--- src/rtl/load_store_unit_pkg.sv ---
// Shared definitions for the load/store unit: funct3 codes, data_ram size codes,
// FSM state encoding and request decode helpers.
package load_store_unit_pkg;

  localparam logic [2:0] FUNCT3_LB  = 3'b000;
  localparam logic [2:0] FUNCT3_LH  = 3'b001;
  localparam logic [2:0] FUNCT3_LW  = 3'b010;
  localparam logic [2:0] FUNCT3_LBU = 3'b100;
  localparam logic [2:0] FUNCT3_LHU = 3'b101;
  localparam logic [2:0] FUNCT3_SB  = FUNCT3_LB;
  localparam logic [2:0] FUNCT3_SH  = FUNCT3_LH;
  localparam logic [2:0] FUNCT3_SW  = FUNCT3_LW;

  localparam logic [2:0] MEM_MODE_WORD = 3'b100;
  localparam logic [2:0] MEM_MODE_HALF = 3'b010;
  localparam logic [2:0] MEM_MODE_BYTE = 3'b001;

  typedef enum logic [1:0] {
    LSU_IDLE    = 2'd0,
    LSU_ISSUE   = 2'd1,
    LSU_CAPTURE = 2'd2,
    LSU_RESP    = 2'd3
  } lsu_state_e;

  function automatic logic [2:0] funct3_mode(input logic [2:0] funct3);
    case (funct3[1:0])
      2'b00:   funct3_mode = MEM_MODE_BYTE;
      2'b01:   funct3_mode = MEM_MODE_HALF;
      default: funct3_mode = MEM_MODE_WORD;
    endcase
  endfunction

  // Unsigned loads have no store counterpart, so 100/101 are illegal with we=1.
  function automatic logic req_legal(input logic we, input logic [2:0] funct3,
                                     input logic [1:0] addr_lo);
    logic legal_f3;
    logic aligned;
    case (funct3)
      FUNCT3_LB, FUNCT3_LH, FUNCT3_LW: legal_f3 = 1'b1;
      FUNCT3_LBU, FUNCT3_LHU:          legal_f3 = !we;
      default:                         legal_f3 = 1'b0;
    endcase
    case (funct3[1:0])
      2'b01:   aligned = !addr_lo[0];
      2'b10:   aligned = (addr_lo == 2'b00);
      default: aligned = 1'b1;
    endcase
    req_legal = legal_f3 && aligned;
  endfunction

endpackage

--- src/rtl/load_store_unit_if.sv ---
// Bundles the EX request, WB response and data_ram signals of the load/store unit.
interface load_store_unit_if #(
  parameter int XLEN = 32,
  parameter int RD_W = 5
);
  logic            req_valid;
  logic            req_ready;
  logic            req_we;
  logic [2:0]      req_funct3;
  logic [XLEN-1:0] req_addr;
  logic [XLEN-1:0] req_wdata;
  logic [RD_W-1:0] req_rd;
  logic            rsp_valid;
  logic            rsp_ready;
  logic [XLEN-1:0] rsp_rdata;
  logic [RD_W-1:0] rsp_rd;
  logic            rsp_err;
  logic            ram_we;
  logic [2:0]      ram_mode;
  logic [XLEN-1:0] ram_address;
  logic [XLEN-1:0] ram_wdata;
  logic [XLEN-1:0] ram_rdata;

  // master: the pipeline/RAM environment around the unit
  modport master (
    output req_valid, req_we, req_funct3, req_addr, req_wdata, req_rd, rsp_ready, ram_rdata,
    input  req_ready, rsp_valid, rsp_rdata, rsp_rd, rsp_err,
           ram_we, ram_mode, ram_address, ram_wdata
  );

  modport slave (
    input  req_valid, req_we, req_funct3, req_addr, req_wdata, req_rd, rsp_ready, ram_rdata,
    output req_ready, rsp_valid, rsp_rdata, rsp_rd, rsp_err,
           ram_we, ram_mode, ram_address, ram_wdata
  );
endinterface

--- src/rtl/lsu_load_extend.sv ---
// Combinational sign/zero extension of right-justified data_ram read data by load funct3.
module lsu_load_extend
  import load_store_unit_pkg::*;
#(
  parameter int XLEN = 32
) (
  input  logic [2:0]      funct3,
  input  logic [XLEN-1:0] rdata,
  output logic [XLEN-1:0] ext
);

  always_comb begin
    case (funct3)
      FUNCT3_LB:  ext = {{(XLEN-8){rdata[7]}}, rdata[7:0]};
      FUNCT3_LBU: ext = {{(XLEN-8){1'b0}}, rdata[7:0]};
      FUNCT3_LH:  ext = {{(XLEN-16){rdata[15]}}, rdata[15:0]};
      FUNCT3_LHU: ext = {{(XLEN-16){1'b0}}, rdata[15:0]};
      default:    ext = rdata;
    endcase
  end

endmodule

--- src/rtl/load_store_unit.sv ---
// Memory-stage front end for data_ram: one outstanding load/store, alignment/funct3 checking,
// RAM driving, load extension and a held response towards writeback.
module load_store_unit
  import load_store_unit_pkg::*;
#(
  parameter int XLEN = 32,
  parameter int RD_W = 5
) (
  input logic               clk,
  input logic               rst_n,
  load_store_unit_if.slave  bus
);

  lsu_state_e      state_q, state_d;
  logic            we_q, we_d;
  logic [2:0]      funct3_q, funct3_d;
  logic [2:0]      ram_mode_q, ram_mode_d;
  logic [XLEN-1:0] ram_address_q, ram_address_d;
  logic [XLEN-1:0] ram_wdata_q, ram_wdata_d;
  logic [XLEN-1:0] rsp_rdata_q, rsp_rdata_d;
  logic [RD_W-1:0] rsp_rd_q, rsp_rd_d;
  logic            rsp_err_q, rsp_err_d;
  logic            req_ok;
  logic [XLEN-1:0] load_ext;

  function automatic logic [XLEN-1:0] store_data(input logic [2:0] funct3,
                                                 input logic [XLEN-1:0] wdata);
    case (funct3[1:0])
      2'b00:   store_data = {{(XLEN-8){1'b0}}, wdata[7:0]};
      2'b01:   store_data = {{(XLEN-16){1'b0}}, wdata[15:0]};
      default: store_data = wdata;
    endcase
  endfunction

  assign req_ok = req_legal(bus.req_we, bus.req_funct3, bus.req_addr[1:0]);

  lsu_load_extend #(.XLEN(XLEN)) u_load_extend (
    .funct3 (funct3_q),
    .rdata  (bus.ram_rdata),
    .ext    (load_ext)
  );

  always_ff @(posedge clk) begin
    if (!rst_n) state_q <= LSU_IDLE;
    else        state_q <= state_d;
  end

  always_comb begin
    state_d = state_q;
    case (state_q)
      LSU_IDLE:    if (bus.req_valid) state_d = req_ok ? LSU_ISSUE : LSU_RESP;
      LSU_ISSUE:   state_d = we_q ? LSU_RESP : LSU_CAPTURE;
      LSU_CAPTURE: state_d = LSU_RESP;
      LSU_RESP:    if (bus.rsp_ready) state_d = LSU_IDLE;
      default:     state_d = LSU_IDLE;
    endcase
  end

  // ram_we is gated by rst_n directly so a reset landing mid-ISSUE can never write.
  always_comb begin
    bus.req_ready = (state_q == LSU_IDLE);
    bus.rsp_valid = (state_q == LSU_RESP);
    bus.ram_we    = (state_q == LSU_ISSUE) && we_q && rst_n;
  end

  always_comb begin
    we_d          = we_q;
    funct3_d      = funct3_q;
    ram_mode_d    = ram_mode_q;
    ram_address_d = ram_address_q;
    ram_wdata_d   = ram_wdata_q;
    rsp_rdata_d   = rsp_rdata_q;
    rsp_rd_d      = rsp_rd_q;
    rsp_err_d     = rsp_err_q;
    if (state_q == LSU_IDLE && bus.req_valid) begin
      we_d        = bus.req_we;
      funct3_d    = bus.req_funct3;
      rsp_rd_d    = bus.req_rd;
      rsp_err_d   = !req_ok;
      rsp_rdata_d = '0;
      // Erroneous requests leave the RAM driver registers untouched.
      if (req_ok) begin
        ram_address_d = bus.req_addr;
        ram_mode_d    = funct3_mode(bus.req_funct3);
        ram_wdata_d   = store_data(bus.req_funct3, bus.req_wdata);
      end
    end
    if (state_q == LSU_CAPTURE) rsp_rdata_d = load_ext;
  end

  always_ff @(posedge clk) begin
    if (!rst_n) begin
      we_q          <= 1'b0;
      funct3_q      <= FUNCT3_LW;
      ram_mode_q    <= MEM_MODE_WORD;
      ram_address_q <= '0;
      ram_wdata_q   <= '0;
      rsp_rdata_q   <= '0;
      rsp_rd_q      <= '0;
      rsp_err_q     <= 1'b0;
    end else begin
      we_q          <= we_d;
      funct3_q      <= funct3_d;
      ram_mode_q    <= ram_mode_d;
      ram_address_q <= ram_address_d;
      ram_wdata_q   <= ram_wdata_d;
      rsp_rdata_q   <= rsp_rdata_d;
      rsp_rd_q      <= rsp_rd_d;
      rsp_err_q     <= rsp_err_d;
    end
  end

  assign bus.ram_mode    = ram_mode_q;
  assign bus.ram_address = ram_address_q;
  assign bus.ram_wdata   = ram_wdata_q;
  assign bus.rsp_rdata   = rsp_rdata_q;
  assign bus.rsp_rd      = rsp_rd_q;
  assign bus.rsp_err     = rsp_err_q;

endmodule

--- src/flat_wrapper.sv ---
// flat-port wrapper written by rule: the top's interface ports become plain ports
module load_store_unit_flat import load_store_unit_pkg::*;
#(
  parameter int XLEN = 32,
  parameter int RD_W = 5
)
  (clk, rst_n, bus_req_valid, bus_req_we, bus_req_funct3, bus_req_addr, bus_req_wdata, bus_req_rd, bus_rsp_ready, bus_ram_rdata, bus_req_ready, bus_rsp_valid, bus_rsp_rdata, bus_rsp_rd, bus_rsp_err, bus_ram_we, bus_ram_mode, bus_ram_address, bus_ram_wdata);
  load_store_unit_if #(.XLEN(XLEN), .RD_W(RD_W)) bus_i ();
  input logic clk;
  input logic rst_n;
  input wire logic [$bits(bus_i.req_valid)-1:0] bus_req_valid;
  input wire logic [$bits(bus_i.req_we)-1:0] bus_req_we;
  input wire logic [$bits(bus_i.req_funct3)-1:0] bus_req_funct3;
  input wire logic [$bits(bus_i.req_addr)-1:0] bus_req_addr;
  input wire logic [$bits(bus_i.req_wdata)-1:0] bus_req_wdata;
  input wire logic [$bits(bus_i.req_rd)-1:0] bus_req_rd;
  input wire logic [$bits(bus_i.rsp_ready)-1:0] bus_rsp_ready;
  input wire logic [$bits(bus_i.ram_rdata)-1:0] bus_ram_rdata;
  output wire logic [$bits(bus_i.req_ready)-1:0] bus_req_ready;
  output wire logic [$bits(bus_i.rsp_valid)-1:0] bus_rsp_valid;
  output wire logic [$bits(bus_i.rsp_rdata)-1:0] bus_rsp_rdata;
  output wire logic [$bits(bus_i.rsp_rd)-1:0] bus_rsp_rd;
  output wire logic [$bits(bus_i.rsp_err)-1:0] bus_rsp_err;
  output wire logic [$bits(bus_i.ram_we)-1:0] bus_ram_we;
  output wire logic [$bits(bus_i.ram_mode)-1:0] bus_ram_mode;
  output wire logic [$bits(bus_i.ram_address)-1:0] bus_ram_address;
  output wire logic [$bits(bus_i.ram_wdata)-1:0] bus_ram_wdata;
  assign bus_i.req_valid = bus_req_valid;
  assign bus_i.req_we = bus_req_we;
  assign bus_i.req_funct3 = bus_req_funct3;
  assign bus_i.req_addr = bus_req_addr;
  assign bus_i.req_wdata = bus_req_wdata;
  assign bus_i.req_rd = bus_req_rd;
  assign bus_i.rsp_ready = bus_rsp_ready;
  assign bus_i.ram_rdata = bus_ram_rdata;
  assign bus_req_ready = bus_i.req_ready;
  assign bus_rsp_valid = bus_i.rsp_valid;
  assign bus_rsp_rdata = bus_i.rsp_rdata;
  assign bus_rsp_rd = bus_i.rsp_rd;
  assign bus_rsp_err = bus_i.rsp_err;
  assign bus_ram_we = bus_i.ram_we;
  assign bus_ram_mode = bus_i.ram_mode;
  assign bus_ram_address = bus_i.ram_address;
  assign bus_ram_wdata = bus_i.ram_wdata;
  load_store_unit #(.XLEN(XLEN), .RD_W(RD_W)) u_core (.clk(clk), .rst_n(rst_n), .bus(bus_i));
endmodule
--- config.mk ---
export PLATFORM = sky130hd
export DESIGN_NAME = load_store_unit_flat
export DESIGN_NICKNAME = d
export VERILOG_FILES = /design/src/rtl/load_store_unit_pkg.sv /design/src/rtl/load_store_unit_if.sv /design/src/rtl/lsu_load_extend.sv /design/src/rtl/load_store_unit.sv /design/src/flat_wrapper.sv
export SDC_FILE = /design/constraint.sdc
export NUM_CORES = 1
export LEC_CHECK = 0
export CORE_ASPECT_RATIO = 1.1
export CORE_MARGIN = 2
export CORE_UTILIZATION = 38
export CTS_CLUSTER_SIZE = 25
export DETAILED_ROUTE_END_ITERATION = 12
export GPL_TIMING_DRIVEN = 0
export PLACE_DENSITY = 0.86
export SLEW_MARGIN = 10
export SYNTH_ARGS = -nofsm -noshare
export SYNTH_HDL_FRONTEND = slang
export SYNTH_HIERARCHICAL = 1
export SYNTH_SLANG_ARGS = --single-unit
--- constraint.sdc ---
create_clock -name clk -period 2.1 [get_ports clk]
set_clock_uncertainty 0.2 [all_clocks]
set_input_delay 0.42 -clock clk [delete_from_list [all_inputs] [get_ports clk]]
set_output_delay 0.42 -clock clk [all_outputs]
set_load 0.005 [all_outputs]
==> metrics.md <==
| Metric | Value |
|---|---|
| Final Wtd Congestion | 0.794 |
| Count of vias placed by the detailed router | 4,819 |
| Total global routing track utilization | 0.202 |
| Antenna Nets Post-Route | 0 |
| WP data arrival | 2100 ps |
| DRC viols | 0 |
| Portion of synthesized cell area occupied by the leading cell type | 0.449 |
| Number of standard cells after synthesis | 612 |
| LEAKAGE | 2.97 nW |
| Count of filler cells inserted in the layout | 1,074 |
| Capture instance of the worst register-to-register path | u_core/bus.ram_mode[2] |
| First-pass GRT wire length | 22,600 µm |
| Number of global-route vias before repair | 4,623 |
| Sum of net half-perimeters after detailed placement | 10,700 µm |
| Net count, final | 962 |
| Share of total power in the clock network | 0.308 |
| Maximum fanout count along the critical path | 6 |
| Warning count from the yosys run | 6 |
| Relative slew slack | 0.650 |
| Flops & latches, synth | 111 |
| Antenna violations before repair | 1 |
| TritonCTS clock tree | yes |
| Endpoint of the worst hold path | u_core/bus.rsp_rdata[0] |
| Reg-to-reg critical path startpoint | u_core/state_q[0] |
| Share of the clock period used by the worst path after layout | 0.979 |
| Leading post-synthesis cells by instance count | nand2_1 (241), dfxtp_1 (111), mux2i_1 (66) |
| Average via count per standard cell | 4.79 |
| Syn-to-layout area delta | 58.4% |
| Number of placed cells counting well taps | 978 |
| Ys async rst share | 0 |
| Ratio of cells with drive above 1 in the final layout | 0.0860 |
| Average size of a mapped cell | 8.09 µm² |
| DRC violation total after the first TritonRoute iteration | 317 |
| Count of cells along the worst register-to-register path | 9 |
| Largest area contributor in the synthesized netlist | dfxtp_1 |
| Number of failing hold endpoints at the final stage | 0 |
| Startpoint class of the critical path | input pin |
| Final setup fails | 0 |
| Routed WL per cell | 14.4 µm |
| Total length of routed wires | 14,500 µm |
| Height of the die | 124 µm |
| TritonCTS Buffers | 9 |
| Max-slew violations | 0 |
| Library cell with the highest instance count after synthesis | nand2_1 |
| CTS Hold Bufs | 0 |
| Synthesized area | 4950 µm² |
| Power density over the cells | 821 nW/µm² |
| Number of synthesized flops with an enable pin | 0 |
| Port Buf Inserts | 209 |
| Required @ worst endpoint | 2140 ps |
| Switching Fraction | 0.293 |
| VDD IR-drop max | 615 µV |
| Bufs on Longest Clock Path | 2 |
| Clock tree root buffer cell | clkbuf_16 |
| # IOs | 217 |
| Result of the run | complete, no violations |
| Register area share after synthesis | 0.449 |
| Fmax | 0.487 GHz |
| Total clock sinks | 111 |
| Depth of the CTS H-tree | 3 |
| Worst setup path category | input pin to register |
| Number of maximum-capacitance constraint violations | 0 |
| Fin Setup TNS | 0 ps |
| Die boundary width | 113 µm |
| Largest cells by area after synthesis | dfxtp_1 (45%), nand2_1 (18%), mux2i_1 (13%) |
| Mapped Nets | 730 |
| Initial core utilization | 0.392 |
| Hold Startpoint | bus_ram_rdata[0] |
| Share of power burned in registers | 0.384 |
| Comb power frac | 0.308 |
| Type of the most critical hold path | input pin to register |
| Switching power total | 1.88 mW |
| Clock insertion delay at the later pin of the skew report | 350 ps |
| Worst-margin pin slew | 525 ps |
| Floorplan core area | 12,600 µm² |
| Cell count of the worst hold path | 4 |
| Element type at the critical path end | register |
| Maximum number of pins on one net before global-route repair | 19 |
| Tmin final | 2060 ps |
| Number of iterations in the first detailed-routing pass | 4 |
| Most used flip-flop cell after synthesis | dfxtp_1 |
| Post-route insts no fill | 1,007 |
| Clock transition at the register clock pins on the worst setup and hold paths after CTS | 70 ps |
| Internal Power | 4.56 mW |
| Number of library cell types mapped by synthesis | 33 |
| Die footprint | 14,000 µm² |
| Final total power | 6.44 mW |
| Final global-route overflow total | 0 |
| Setup slack of the worst register-to-register path | 70 ps |
| Count of standard-cell rows | 43 |
==> routing by layer <==
metal | up-vias | routed length [µm] | share of wire | GRT usage
li1 | 2424 | - | - | -
met1 | 2189 | 5740 | 0.40 | 0.229
met2 | 183 | 6990 | 0.48 | 0.346
met3 | 23 | 1320 | 0.092 | 0.0715
met4 | 0 | 404 | 0.028 | 0.0884
met5 | - | 0 | 0 | 0
==> area by class of cell <==
| type | instances | area [µm²] | share of cell area |
|---|---|---|---|
| diodes | 1 | 2.50 | 0.000319 |
| plain buffers | 53 | 345 | 0.0440 |
| clock buffers | 9 | 225 | 0.0287 |
| clock inverters | 7 | 120 | 0.0153 |
| inverters | 7 | 28.8 | 0.00367 |
| multi-input cells | 440 | 2480 | 0.316 |
| flip-flops and latches | 111 | 2230 | 0.284 |
| well taps | 157 | 196 | 0.0250 |
| repair buffers | 222 | 2220 | 0.283 |
==> logic make-up (layout without fill, tap and decap cells) <==
group,Yosys count,after routing,synth area share
mux,69,69,0.141
simple gates,286,286,0.239
compound gates,76,76,0.0869
fa+ha+maj,9,9,0.0227
flops,111,111,0.449
buf+inv,61,298,0.0616
other cells,0,1,0
==> repair_timing <==
item,4_1_cts,5_1_grt
pin swaps,2,4
setup endpoints to repair,71,68
cloned,1,0
resized for setup,34,17
buffers inserted,8,4
==> state kept, by name, indices dropped and copies added (netlist names) <==
signal and count:
u_core/we_q 1, u_core/bus.ram_wdata 32, u_core/bus.ram_address 32, u_core/state_q 2
u_core/bus.rsp_rd 5, u_core/bus.rsp_err 1, u_core/bus.ram_mode 3, u_core/funct3_q 3
u_core/bus.rsp_rdata 32
==> worst max-delay path by stage <==
stage / from / end / slack, ps
after floorplan: bus_req_funct3[1] / u_core/bus.ram_mode[2] / 2
after global routing: bus_req_valid / u_core/bus.ram_mode[2] / -10
final: bus_req_addr[1] / u_core/bus.ram_mode[2] / 40
after CTS: u_core/state_q[0] / bus_req_ready / 8
after detailed placement: bus_req_funct3[1] / u_core/bus.ram_wdata[20] / -780
after global placement: rst_n / bus_ram_we / -730
==> per-stage QoR <==
step | instance area (µm²) | hold slack [ps] | setup slack (ps) | util
2_1_floorplan | 4960 | 244 | 2.13 | -
4_1_cts | 7780 | 169 | 8.17 | 0.615
3_3_place_gp | 7250 | 241 | -732 | 0.573
6_report | 7850 | 184 | 44.5 | 0.621
3_5_place_dp | 7250 | 245 | -779 | 0.573
5_1_grt | 7850 | 178 | -12.5 | 0.621
==> critical path, stage by stage <==
cell,delay (ps)
clkdlybuf4s50_1,430
nand2b_1,150
a21o_1,220
a211oi_4,270
buf_6,190
buf_4,110
mux2_2,310
==> power groups by stage <==
stage | logic [mW] | clock network (mW) | registers [mW]
4_1_cts | 1.95 | 2.02 | 2.47
5_1_grt | 2.20 | 2.11 | 2.50
6_report | 1.98 | 1.98 | 2.47
3_3_place_gp | 1.81 | 0 | 2.50
3_5_place_dp | 1.83 | 0 | 2.51
2_1_floorplan | 0.946 | 0 | 2.51
==> cell usage in the layout, fill, tap and decap left out, types with 6 or more instances in the layout <==
master	count
a21boi_0	8
and2_1	33
buf_4	21
clkbuf_1	27
clkbuf_16	9
clkdlybuf4s50_1	203
dfxtp_1	109
ha_1	6
mux2i_1	66
nand2_1	241
o21ai_0	58
No activity file was read; power rests on OpenSTA's default activity.
